<file path="src/rtl/host_frame_arbiter_pkg.sv">
// Shared types and constants for the two-requester frame arbiter.
// Holds the FSM encoding, bus widths and the default frame length limit.
package host_frame_arbiter_pkg;

  localparam int DATA_W        = 9;
  localparam int TAG_W         = 48;
  localparam int FCNT_W        = 16;
  localparam int WCNT_W        = 11;
  localparam int MAX_WORDS_DEF = 2047;

  typedef enum logic [1:0] {
    IDLE = 2'd0,
    READ = 2'd1,
    GAP  = 2'd2
  } arb_state_t;

  // Word counter stops at all-ones so an overlong frame can never wrap back to "head".
  function automatic logic [WCNT_W-1:0] sat_inc(input logic [WCNT_W-1:0] v);
    return (&v) ? v : v + 1'b1;
  endfunction

endpackage

</file>
<file path="src/rtl/host_frame_arbiter_if.sv">
// Bundle of requester inputs and merged-stream outputs of the frame arbiter.
// master = requester/consumer side, slave = the arbiter itself.
interface host_frame_arbiter_if;
  import host_frame_arbiter_pkg::*;

  logic              i_frame_ready0;
  logic              i_frame_ready1;
  logic [DATA_W-1:0] iv_data0;
  logic [DATA_W-1:0] iv_data1;
  logic              o_rd0;
  logic              o_rd1;
  logic [TAG_W-1:0]  iv_tsntag0;
  logic [TAG_W-1:0]  iv_tsntag1;
  logic              i_hit0;
  logic              i_hit1;
  logic              i_replication_flag0;
  logic              i_replication_flag1;
  logic              i_standardpkt_tsnpkt_flag0;
  logic              i_standardpkt_tsnpkt_flag1;

  logic [DATA_W-1:0] ov_data;
  logic              o_data_wr;
  logic [TAG_W-1:0]  ov_tsntag;
  logic              o_hit;
  logic              o_replication_flag;
  logic              o_standardpkt_tsnpkt_flag;
  logic              o_src;
  logic              o_len_err;
  logic [FCNT_W-1:0] ov_frame_cnt0;
  logic [FCNT_W-1:0] ov_frame_cnt1;

  modport master (
    output i_frame_ready0, i_frame_ready1, iv_data0, iv_data1,
           iv_tsntag0, iv_tsntag1, i_hit0, i_hit1,
           i_replication_flag0, i_replication_flag1,
           i_standardpkt_tsnpkt_flag0, i_standardpkt_tsnpkt_flag1,
    input  o_rd0, o_rd1, ov_data, o_data_wr, ov_tsntag, o_hit,
           o_replication_flag, o_standardpkt_tsnpkt_flag, o_src,
           o_len_err, ov_frame_cnt0, ov_frame_cnt1
  );

  modport slave (
    input  i_frame_ready0, i_frame_ready1, iv_data0, iv_data1,
           iv_tsntag0, iv_tsntag1, i_hit0, i_hit1,
           i_replication_flag0, i_replication_flag1,
           i_standardpkt_tsnpkt_flag0, i_standardpkt_tsnpkt_flag1,
    output o_rd0, o_rd1, ov_data, o_data_wr, ov_tsntag, o_hit,
           o_replication_flag, o_standardpkt_tsnpkt_flag, o_src,
           o_len_err, ov_frame_cnt0, ov_frame_cnt1
  );

endinterface

</file>
<file path="src/rtl/host_frame_arbiter_frame_rr_pick.sv">
// Combinational 2-way round-robin picker: when both requesters are ready,
// the one that was not served last wins.
module frame_rr_pick (
  input  logic [1:0] i_ready,
  input  logic       i_last,
  output logic       o_valid,
  output logic       o_sel
);

  assign o_valid = |i_ready;
  assign o_sel   = (&i_ready) ? ~i_last : i_ready[1];

endmodule

</file>
<file path="src/rtl/host_frame_arbiter.sv">
// Merges two FWFT frame buffers into one 9-bit stream, one whole frame at a time,
// with round-robin grants, a one-cycle inter-frame gap and a frame length guard.
module host_frame_arbiter
  import host_frame_arbiter_pkg::*;
#(
  parameter int MAX_WORDS = MAX_WORDS_DEF
) (
  input logic                i_clk,
  input logic                i_rst,
  host_frame_arbiter_if.slave bus
);

  localparam logic [WCNT_W-1:0] LAST_IDX = WCNT_W'(MAX_WORDS - 1);

  arb_state_t        r_state;
  logic              r_sel;
  logic              r_last;
  logic [WCNT_W-1:0] r_wcnt;
  logic [DATA_W-1:0] r_data;
  logic              r_data_wr;
  logic [TAG_W-1:0]  r_tsntag;
  logic              r_hit;
  logic              r_repl;
  logic              r_std;
  logic              r_src;
  logic              r_len_err;
  logic [FCNT_W-1:0] r_frame_cnt0;
  logic [FCNT_W-1:0] r_frame_cnt1;

  logic              w_grant;
  logic              w_pick;
  logic              w_reading;
  logic [DATA_W-1:0] w_head;
  logic [TAG_W-1:0]  w_tag;
  logic              w_hit;
  logic              w_repl;
  logic              w_std;
  logic              w_tail;
  logic              w_guard;

  frame_rr_pick u_pick (
    .i_ready ({bus.i_frame_ready1, bus.i_frame_ready0}),
    .i_last  (r_last),
    .o_valid (w_grant),
    .o_sel   (w_pick)
  );

  assign w_reading = (r_state == READ);
  assign w_head    = r_sel ? bus.iv_data1 : bus.iv_data0;
  assign w_tag     = r_sel ? bus.iv_tsntag1 : bus.iv_tsntag0;
  assign w_hit     = r_sel ? bus.i_hit1 : bus.i_hit0;
  assign w_repl    = r_sel ? bus.i_replication_flag1 : bus.i_replication_flag0;
  assign w_std     = r_sel ? bus.i_standardpkt_tsnpkt_flag1 : bus.i_standardpkt_tsnpkt_flag0;

  // bit8 on the first word marks the head, so only a later bit8 word closes the frame.
  assign w_tail  = w_head[DATA_W-1] && (r_wcnt != '0);
  assign w_guard = !w_tail && (r_wcnt == LAST_IDX);

  assign bus.o_rd0 = w_reading && !r_sel;
  assign bus.o_rd1 = w_reading && r_sel;

  assign bus.ov_data                   = r_data;
  assign bus.o_data_wr                 = r_data_wr;
  assign bus.ov_tsntag                 = r_tsntag;
  assign bus.o_hit                     = r_hit;
  assign bus.o_replication_flag        = r_repl;
  assign bus.o_standardpkt_tsnpkt_flag = r_std;
  assign bus.o_src                     = r_src;
  assign bus.o_len_err                 = r_len_err;
  assign bus.ov_frame_cnt0             = r_frame_cnt0;
  assign bus.ov_frame_cnt1             = r_frame_cnt1;

  always_ff @(posedge i_clk or posedge i_rst) begin
    if (i_rst) begin
      r_state      <= IDLE;
      r_sel        <= 1'b0;
      r_last       <= 1'b1;
      r_wcnt       <= '0;
      r_data       <= '0;
      r_data_wr    <= 1'b0;
      r_tsntag     <= '0;
      r_hit        <= 1'b0;
      r_repl       <= 1'b0;
      r_std        <= 1'b0;
      r_src        <= 1'b0;
      r_len_err    <= 1'b0;
      r_frame_cnt0 <= '0;
      r_frame_cnt1 <= '0;
    end else begin
      r_data_wr <= 1'b0;
      r_len_err <= 1'b0;
      case (r_state)
        IDLE: begin
          if (w_grant) begin
            r_sel   <= w_pick;
            r_wcnt  <= '0;
            r_state <= READ;
          end
        end
        READ: begin
          r_data_wr <= 1'b1;
          r_data    <= {w_head[DATA_W-1] | w_guard, w_head[DATA_W-2:0]};
          r_wcnt    <= sat_inc(r_wcnt);
          if (r_wcnt == '0) begin
            r_tsntag <= w_tag;
            r_hit    <= w_hit;
            r_repl   <= w_repl;
            r_std    <= w_std;
            r_src    <= r_sel;
          end
          if (w_tail) begin
            r_last  <= r_sel;
            r_state <= GAP;
            if (r_sel) r_frame_cnt1 <= r_frame_cnt1 + 1'b1;
            else       r_frame_cnt0 <= r_frame_cnt0 + 1'b1;
          end else if (w_guard) begin
            r_len_err <= 1'b1;
            r_last    <= r_sel;
            r_state   <= GAP;
          end
        end
        GAP: begin
          r_state <= IDLE;
        end
        default: begin
          r_state <= IDLE;
        end
      endcase
    end
  end

endmodule

</file>
<file path="src/flat_wrapper.sv">
// flat-port wrapper written by rule: the top's interface ports become plain ports
module host_frame_arbiter_flat import host_frame_arbiter_pkg::*;
#(
  parameter int MAX_WORDS = MAX_WORDS_DEF
)
  (i_clk, i_rst, bus_i_frame_ready0, bus_i_frame_ready1, bus_iv_data0, bus_iv_data1, bus_iv_tsntag0, bus_iv_tsntag1, bus_i_hit0, bus_i_hit1, bus_i_replication_flag0, bus_i_replication_flag1, bus_i_standardpkt_tsnpkt_flag0, bus_i_standardpkt_tsnpkt_flag1, bus_o_rd0, bus_o_rd1, bus_ov_data, bus_o_data_wr, bus_ov_tsntag, bus_o_hit, bus_o_replication_flag, bus_o_standardpkt_tsnpkt_flag, bus_o_src, bus_o_len_err, bus_ov_frame_cnt0, bus_ov_frame_cnt1);
  host_frame_arbiter_if bus_i ();
  input logic i_clk;
  input logic i_rst;
  input wire logic [$bits(bus_i.i_frame_ready0)-1:0] bus_i_frame_ready0;
  input wire logic [$bits(bus_i.i_frame_ready1)-1:0] bus_i_frame_ready1;
  input wire logic [$bits(bus_i.iv_data0)-1:0] bus_iv_data0;
  input wire logic [$bits(bus_i.iv_data1)-1:0] bus_iv_data1;
  input wire logic [$bits(bus_i.iv_tsntag0)-1:0] bus_iv_tsntag0;
  input wire logic [$bits(bus_i.iv_tsntag1)-1:0] bus_iv_tsntag1;
  input wire logic [$bits(bus_i.i_hit0)-1:0] bus_i_hit0;
  input wire logic [$bits(bus_i.i_hit1)-1:0] bus_i_hit1;
  input wire logic [$bits(bus_i.i_replication_flag0)-1:0] bus_i_replication_flag0;
  input wire logic [$bits(bus_i.i_replication_flag1)-1:0] bus_i_replication_flag1;
  input wire logic [$bits(bus_i.i_standardpkt_tsnpkt_flag0)-1:0] bus_i_standardpkt_tsnpkt_flag0;
  input wire logic [$bits(bus_i.i_standardpkt_tsnpkt_flag1)-1:0] bus_i_standardpkt_tsnpkt_flag1;
  output wire logic [$bits(bus_i.o_rd0)-1:0] bus_o_rd0;
  output wire logic [$bits(bus_i.o_rd1)-1:0] bus_o_rd1;
  output wire logic [$bits(bus_i.ov_data)-1:0] bus_ov_data;
  output wire logic [$bits(bus_i.o_data_wr)-1:0] bus_o_data_wr;
  output wire logic [$bits(bus_i.ov_tsntag)-1:0] bus_ov_tsntag;
  output wire logic [$bits(bus_i.o_hit)-1:0] bus_o_hit;
  output wire logic [$bits(bus_i.o_replication_flag)-1:0] bus_o_replication_flag;
  output wire logic [$bits(bus_i.o_standardpkt_tsnpkt_flag)-1:0] bus_o_standardpkt_tsnpkt_flag;
  output wire logic [$bits(bus_i.o_src)-1:0] bus_o_src;
  output wire logic [$bits(bus_i.o_len_err)-1:0] bus_o_len_err;
  output wire logic [$bits(bus_i.ov_frame_cnt0)-1:0] bus_ov_frame_cnt0;
  output wire logic [$bits(bus_i.ov_frame_cnt1)-1:0] bus_ov_frame_cnt1;
  assign bus_i.i_frame_ready0 = bus_i_frame_ready0;
  assign bus_i.i_frame_ready1 = bus_i_frame_ready1;
  assign bus_i.iv_data0 = bus_iv_data0;
  assign bus_i.iv_data1 = bus_iv_data1;
  assign bus_i.iv_tsntag0 = bus_iv_tsntag0;
  assign bus_i.iv_tsntag1 = bus_iv_tsntag1;
  assign bus_i.i_hit0 = bus_i_hit0;
  assign bus_i.i_hit1 = bus_i_hit1;
  assign bus_i.i_replication_flag0 = bus_i_replication_flag0;
  assign bus_i.i_replication_flag1 = bus_i_replication_flag1;
  assign bus_i.i_standardpkt_tsnpkt_flag0 = bus_i_standardpkt_tsnpkt_flag0;
  assign bus_i.i_standardpkt_tsnpkt_flag1 = bus_i_standardpkt_tsnpkt_flag1;
  assign bus_o_rd0 = bus_i.o_rd0;
  assign bus_o_rd1 = bus_i.o_rd1;
  assign bus_ov_data = bus_i.ov_data;
  assign bus_o_data_wr = bus_i.o_data_wr;
  assign bus_ov_tsntag = bus_i.ov_tsntag;
  assign bus_o_hit = bus_i.o_hit;
  assign bus_o_replication_flag = bus_i.o_replication_flag;
  assign bus_o_standardpkt_tsnpkt_flag = bus_i.o_standardpkt_tsnpkt_flag;
  assign bus_o_src = bus_i.o_src;
  assign bus_o_len_err = bus_i.o_len_err;
  assign bus_ov_frame_cnt0 = bus_i.ov_frame_cnt0;
  assign bus_ov_frame_cnt1 = bus_i.ov_frame_cnt1;
  host_frame_arbiter #(.MAX_WORDS(MAX_WORDS)) u_core (.i_clk(i_clk), .i_rst(i_rst), .bus(bus_i));
endmodule
</file>
<file path="config.mk">
export PLATFORM = sky130hd
export DESIGN_NAME = host_frame_arbiter_flat
export DESIGN_NICKNAME = d
export VERILOG_FILES = /design/src/rtl/host_frame_arbiter_pkg.sv /design/src/rtl/host_frame_arbiter_if.sv /design/src/rtl/host_frame_arbiter_frame_rr_pick.sv /design/src/rtl/host_frame_arbiter.sv /design/src/flat_wrapper.sv
export SDC_FILE = /design/constraint.sdc
export NUM_CORES = 1
export LEC_CHECK = 0
export CAP_MARGIN = 10
export CORE_MARGIN = 1
export CORE_UTILIZATION = 47
export DETAILED_ROUTE_END_ITERATION = 6
export DONT_BUFFER_PORTS = 1
export PLACE_DENSITY = 0.7
export SETUP_SLACK_MARGIN = 0.1
export SLEW_MARGIN = 20
export SYNTH_ARGS = -nofsm -noshare
export SYNTH_HDL_FRONTEND = slang
export SYNTH_SLANG_ARGS = --single-unit
export TNS_END_PERCENT = 5
</file>
<file path="constraint.sdc">
create_clock -name i_clk -period 5.2 [get_ports i_clk]
set_input_delay 0.52 -clock i_clk [delete_from_list [all_inputs] [get_ports i_clk]]
set_output_delay 0.52 -clock i_clk [all_outputs]
set_load 0.03 [all_outputs]
</file>
==> reports/results.tsv, run 1 <==
metric	value	unit
share of the synthesized area in the top cell type	52.73	%
Syn Std Cell Area	0.005172	sq mm
FFs w/ async S/R, synth	100.0	%
GPL Wtd Cong	0.9057	
clk root buf	clkbuf_8	
Starting Density	49.22	%
top post-synthesis cells by area	dfrtp_1 53%, mux2i_1 12%, o21ai_0 5.7%	
pin count of the biggest net entering global routing	104	
Commonest cells post-synth	109 x dfrtp_1, 72 x nand2_1, 63 x mux2i_1	
Register Area	0.002758	sq mm
Hold WC Path Type	in -> async	
WP data arrival	2.16	ns
CP startpoint kind	register	
post-synth top area cell	dfrtp_1	
TritonCTS clock tree	yes	
Vias	3581	
outcome	complete, no violations	
first-pass GRT wire length	17820	um
hold-fix buffers at CTS	0	
# Post-CTS Setup Buffers	0	
largest family of logic cells by synthesized area	simple AND/OR/NAND/NOR gates	
diode count	0	
GRT Overall Usage	19.76	%
total negative slack	0	ns
drt first pass iters	4	
overflow left after global routing	0	
DR WL/cell	17.81	um
Post-Syn Area per Cell	10.47	sq um
Worst Path Max Fanout	20	
Initial DRC Count	266	
R2R Setup Slk	2.63	ns
top-count cell post-synth	dfrtp_1	
Simple-Gate Fraction of Synth Area	15.94	%
die width	106.9	um
layout cell share with drive strength beyond 1	6.982	%
Final min period	2.677	ns
HPWL after DPL	8108	um
EDFF count, synth	0	
adder-cell share of the synthesized area	1.209	%
Residual DRC	0	
Worst Clk Skew	0.01573	ns
ys flop type	dfrtp_1	
Reg clk slew, reported paths	0.11	ns
I/O pin total	221	
r2r endpoint	u_core.bus.ov_frame_cnt1[1]	
RSZ-0062 raised after global routing	false	
XOR/XNOR Fraction of Synth Area	5.080	%
setup violators final	0	
pwr dens	630.7	mW/mm^2
Synth cell types	41	
Worst path max stage delay	0.53	ns
Final #Nets	612	
antenna-violating nets left	0	
layout overhead on the synthesized area	5.733	%
CTS sink count	110	
max cap viols	0	
period utilisation layout	51.47	%
fillers	915	
WL final	11100	um
Crit. End Element	output pin	
worst flop-to-flop path startpoint	u_core.r_sel	
area of the multi-input gates	0.002267	sq mm
antenna violations before repair	0	
Worst VDD drop	0.0003148	V
#FFs+latches synth	110	
number of vias per cell	5.748	
Finished Core Util	52.04	%
Post-CTS Resized	0	
worst-path cell chain	nand2b_1 -> clkinv_1 -> and2_1	
via count of the first global-routing pass	3587	
mux cell area share after synthesis	13.06	%
total CTS buffers	9	
Crit path required time	4.68	ns
Std-Cell Core Area	0.01051	sq mm
Syn. warnings	0	
clk_lat worst skew	0.37	ns
die area	0.01143	sq mm
slew of the pin with the lowest slew margin	1.051	ns
f_max	0.3736	GHz
Crit-path slowest cell	nand2b_1	
PortBufs	0	
Compound-Gate Fraction of Synth Area	8.539	%
H-Tree Depth	3	
Cells after Synth	494	
clk buf depth	2	
P_leak	2.531	nW
final hold vios	0	
Slew HR	29.95	%
Die Y	106.9	um
Crit Path Class	reg -> out	
Post-Syn Nets	623	
Reg2Reg Depth	4	
pins over their slew limit	0	
sequential cell area fraction in the yosys report	53.24	%
# rows	37	
-- report_power, final --
part	total, mW	internal (mW)	leakage, nW	switching, mW
Clock	0.486	0.181	0.0893	0.305
Combinational	0.914	0.404	1.03	0.510
Sequential	2.05	1.15	1.41	0.896
-- critical path: cells and delay by family (launching register included) --
kind	cells	cell delay, ns
flops	1	0.48
simple gates	2	0.92
buf+inv	1	0.40
-- cell families (layout without fill, tap and decap cells) --
logic type | after synthesis | after routing
fa+ha+maj | 5 | 5
mux | 67 | 67
buf+inv | 38 | 31
xor+xnor | 30 | 30
compound gates | 80 | 80
flops | 110 | 110
simple gates | 164 | 164
-- through the flow --
step | hold slack [ns] | instances | cell area [sq um] | setup WS, ns | power [mW]
floorplan | 0.5113 | 494 | 5172 | 1.779 | 2.738
global placement | 0.5560 | 608 | 5289 | 2.703 | 2.955
detailed placement | 0.5536 | 608 | 5289 | 2.566 | 3.012
CTS | 0.2150 | 623 | 5469 | 2.443 | 3.494
global route | 0.2272 | 623 | 5469 | 2.303 | 3.706
finish | 0.1668 | 623 | 5469 | 2.523 | 3.449
-- flip-flops by register name (all words and copies together) (netlist names) --
| name | flops |
|---|---|
| u_core.bus.o_data_wr | 1 |
| u_core.bus.o_hit | 1 |
| u_core.bus.o_len_err | 1 |
| u_core.bus.o_replication_flag | 1 |
| u_core.bus.o_src | 1 |
| u_core.bus.o_standardpkt_tsnpkt_flag | 1 |
| u_core.bus.ov_data | 9 |
| u_core.bus.ov_frame_cnt0 | 16 |
| u_core.bus.ov_frame_cnt1 | 16 |
| u_core.bus.ov_tsntag | 48 |
| u_core.r_last | 1 |
| u_core.r_sel | 1 |
| u_core.r_state | 2 |
| u_core.r_wcnt | 11 |
-- routing by layer --
metal  part of all wire [%]  vias up  GRT usage (%)
met5                      0        -              0
met4                   0.81        0          5.186
met3                    7.0        9          5.167
met2                     51      155          34.24
met1                     41     1702          24.37
li1                       -     1715              -
-- layout by cell type, fill, tap and decap left out, types with 4 or more instances in the layout --
cell type and count:
dfrtp_1 108, nand2_1 72, mux2i_1 63, o21ai_0 59
xnor2_1 28, nand4_1 24, nand3_1 18, nor3_1 9
inv_1 9, clkbuf_8 9, nor2_1 8, and2_1 7
and3_1 7, nand2b_1 5, ha_1 5, mux2_2 4
a21oi_1 4, buf_4 4
-- area by class of cell --
| type | count | area share (%) |
|---|---|---|
| inverter | 11 | 0.8007 |
| clock buffer | 9 | 2.265 |
| multi-input combinational | 346 | 41.45 |
| clock inverter | 6 | 1.030 |
| tap | 136 | 3.111 |
| sequential | 110 | 50.42 |
| timing repair buffer | 5 | 0.9151 |
-- worst max path at each step --
| stage | depth (start not counted) | from | slack (ns) | to |
|---|---|---|---|---|
| 5_1_grt | 3 | u_core.r_state[1] | 2.30 | bus_o_rd1 |
| 2_1_floorplan | 1 | i_rst | 1.78 | u_core.bus.o_data_wr |
| 3_3_place_gp | 4 | u_core.r_sel | 2.70 | u_core.bus.ov_frame_cnt0[1] |
| 4_1_cts | 3 | u_core.r_state[1] | 2.44 | bus_o_rd1 |
| 6_report | 3 | u_core.r_state[1] | 2.52 | bus_o_rd1 |
| 3_5_place_dp | 4 | u_core.r_sel | 2.57 | u_core.bus.ov_frame_cnt1[1] |
Note: power is estimated with default switching activity, not from simulation.
==> run 2, diff against run 1 <==
--- a/config.mk
+++ b/config.mk
@@ -10,7 +10,7 @@
 export CORE_UTILIZATION = 47
 export DETAILED_ROUTE_END_ITERATION = 6
 export DONT_BUFFER_PORTS = 1
-export PLACE_DENSITY = 0.7
+export PLACE_DENSITY = 0.72
 export SETUP_SLACK_MARGIN = 0.1
 export SLEW_MARGIN = 20
 export SYNTH_ARGS = -nofsm -noshare
==> constraint.sdc (replaced) <==
create_clock -name i_clk -period 2.25 [get_ports i_clk]
set_input_delay 0.225 -clock i_clk [delete_from_list [all_inputs] [get_ports i_clk]]
set_output_delay 0.225 -clock i_clk [all_outputs]
set_load 0.03 [all_outputs]
==> run 2 against run 1 <==
Critical path depth is 2 higher. Register-to-register slack got worse by 2.4 ns. Clock power rose to 2.7 times the previous value. Clock skew decreased by 0.0040 ns. Utilization up 1.6 points. Worst hold slack worse by 0.12 ns. Combinational power rose to 2.8 times the previous value. Setup slack lost 2.3 ns. Flip-flop and latch count unchanged. Non-clock buffer count rose by 10. Die area is the same. Total power rose by 140%.
==> reports/results.tsv, run 2 (synthesis gave the netlist of run 1 again) <==
metric	value	unit	change
final hold vios	0		unchanged
Std-Cell Core Area	0.01051	sq mm	unchanged
commonest non-fill, non-tap cell in the layout	dfrtp_1		
CP startpoint kind	register		
total CTS buffers	9		unchanged
# Post-CTS Setup Buffers	0		unchanged
Crit path required time	2.55	ns	-2.13 ns
max cap viols	0		unchanged
WHS	0.04491	ns	-0.1219 ns
DR WL/cell	18.20	um	+2.2%
placed cells	615		+1.2%
WP data arrival	2.30	ns	+0.14 ns
slew of the pin with the lowest slew margin	0.6232	ns	-0.4275 ns
GRT Overall Usage	20.50	%	+0.74 points
antenna violations before repair	0		unchanged
period utilisation layout	88.53	%	
P_leak	2.614	nW	+3.3%
worst-path cell chain	ha_1 -> inv_1 -> or4_1 -> a31o_1 -> a21oi_2		
die area	0.01143	sq mm	unchanged
clk buf depth	2		unchanged
Worst VDD drop	0.0007098	V	+130%
r2r endpoint	u_core.r_wcnt[6]		
first-pass GRT wire length	18110	um	+1.7%
worst flop-to-flop path startpoint	u_core.r_wcnt[0]		
Crit Path Class	reg -> reg		
R2R Setup Slk	0.26	ns	-2.37 ns
I/O pin total	221		unchanged
Worst path max stage delay	0.71	ns	+0.18 ns
TritonCTS clock tree	yes		
setup violators final	0		unchanged
Reg clk slew, reported paths	0.10	ns	about the same
HPWL after DPL	8669	um	+6.9%
overflow left after global routing	0		unchanged
Crit-path slowest cell	or4_1		
CP endpoint	u_core.r_wcnt[6]		
Worst Path Max Fanout	9		-55%
H-Tree Depth	3		unchanged
Crit. End Element	register		
via count of the first global-routing pass	3624		+1.0%
max FFs per register	48		unchanged
# rows	37		unchanged
pin count of the biggest net entering global routing	66		-37%
Bufs and invs on worst path	1		unchanged
CP delay by family, top	simple AND/OR/NAND/NOR gates		
Total Power	8.367	mW	+140%
critical path depth	5		+2
f_max	0.5020	GHz	
outcome	complete, no violations		
WL final	11540	um	+4.0%
Die Y	106.9	um	unchanged
pins over their slew limit	0		unchanged
RSZ-0062 raised after global routing	false		
Initial DRC Count	298		+12%
Final #Nets	622		+1.6%
Slew HR	58.45	%	+29 points
critical path startpoint	u_core.r_wcnt[0]		
Final min period	1.992	ns	
diode count	0		unchanged
Finished Core Util	53.60	%	+1.6 points
clk_lat worst skew	0.37	ns	about the same
total negative slack	0	ns	unchanged
PortBufs	0		unchanged
CTS sink count	110		unchanged
GPL Wtd Cong	0.8591		-5.1%
Residual DRC	0		unchanged
layout cell share with drive strength beyond 1	8.635	%	+1.7 points
pwr dens	1485	mW/mm^2	+140%
clk root buf	clkbuf_8		
die width	106.9	um	unchanged
number of vias per cell	5.784		+0.62%
Starting Density	49.22	%	unchanged
Worst Clk Skew	0.01169	ns	-0.004031 ns
post-route insts no fill	634		+1.8%
drt first pass iters	5		+1
Vias	3667		+2.4%
Hold WC Path Type	in -> reg		
antenna-violating nets left	0		unchanged
commonest cells after routing, fill and taps aside	108 x dfrtp_1, 72 x nand2_1, 63 x mux2i_1, 58 x o21ai_0, 28 x xnor2_1		
layout overhead on the synthesized area	8.902	%	
Reg2Reg Depth	5		+1
[run 2: cell types whose count changed in the layout (fill, tap and decap cells not counted), moves of 2 or more]
cell           delta
dlygate4sd3_1     +3
clkinv_4          -2
buf_4             +5
bufinv_16         +2
[run 2: per-stage QoR]
| step | setup WS (ns) | area (sq um) |
|---|---|---|
| 6_report | 0.2581 | 5633 |
| 3_3_place_gp | 0.2617 | 5355 |
| 2_1_floorplan | 0.1226 | 5176 |
| 5_1_grt | 0.1046 | 5633 |
| 3_5_place_dp | 0.1635 | 5355 |
| 4_1_cts | 0.1327 | 5614 |
[run 2: final cells by class]
type / instances / area, sq um
fill: 931 / 4876
multi-input combinational: 346 / 2282
clock inverter: 7 / 105.1
inverter: 11 / 45.04
sequential: 110 / 2758
clock buffer: 9 / 123.9
timing repair buffer: 15 / 148.9
tap: 136 / 170.2
[run 2: worst min-delay path by stage]
stage          slack (ns)                                    to  depth (start not counted)                from
6_report             0.04              u_core.bus.ov_tsntag[20]                          2  bus_iv_tsntag0[20]
5_1_grt              0.03                 u_core.bus.ov_data[6]                          2     bus_iv_data0[6]
4_1_cts              0.02              u_core.bus.ov_tsntag[20]                          2  bus_iv_tsntag0[20]
3_5_place_dp         0.05  u_core.bus.o_standardpkt_tsnpkt_flag                          1               i_rst
3_3_place_gp         0.05  u_core.bus.o_standardpkt_tsnpkt_flag                          1               i_rst
2_1_floorplan        0.32                          u_core.r_sel                          1  bus_i_frame_ready0
[run 2: layer usage]
metal,GRT usage (%),wire (um)
met2,35.44,5892
met1,24.22,4561
met5,0,0
met3,4.377,786
met4,9.785,295
[run 2: what timing repair did]
item / 4_1_cts / 5_1_grt
hold endpoints to repair: 74 / 0
hold buffers: 3 / 0
setup endpoints to repair: 0 / 29
resized for setup: 0 / 4
[run 2: power by group]
part           total, mW  internal, mW  switching (mW)
Combinational       2.53          1.02            1.51
Clock               1.33         0.647           0.688
Sequential          4.50          2.67            1.83
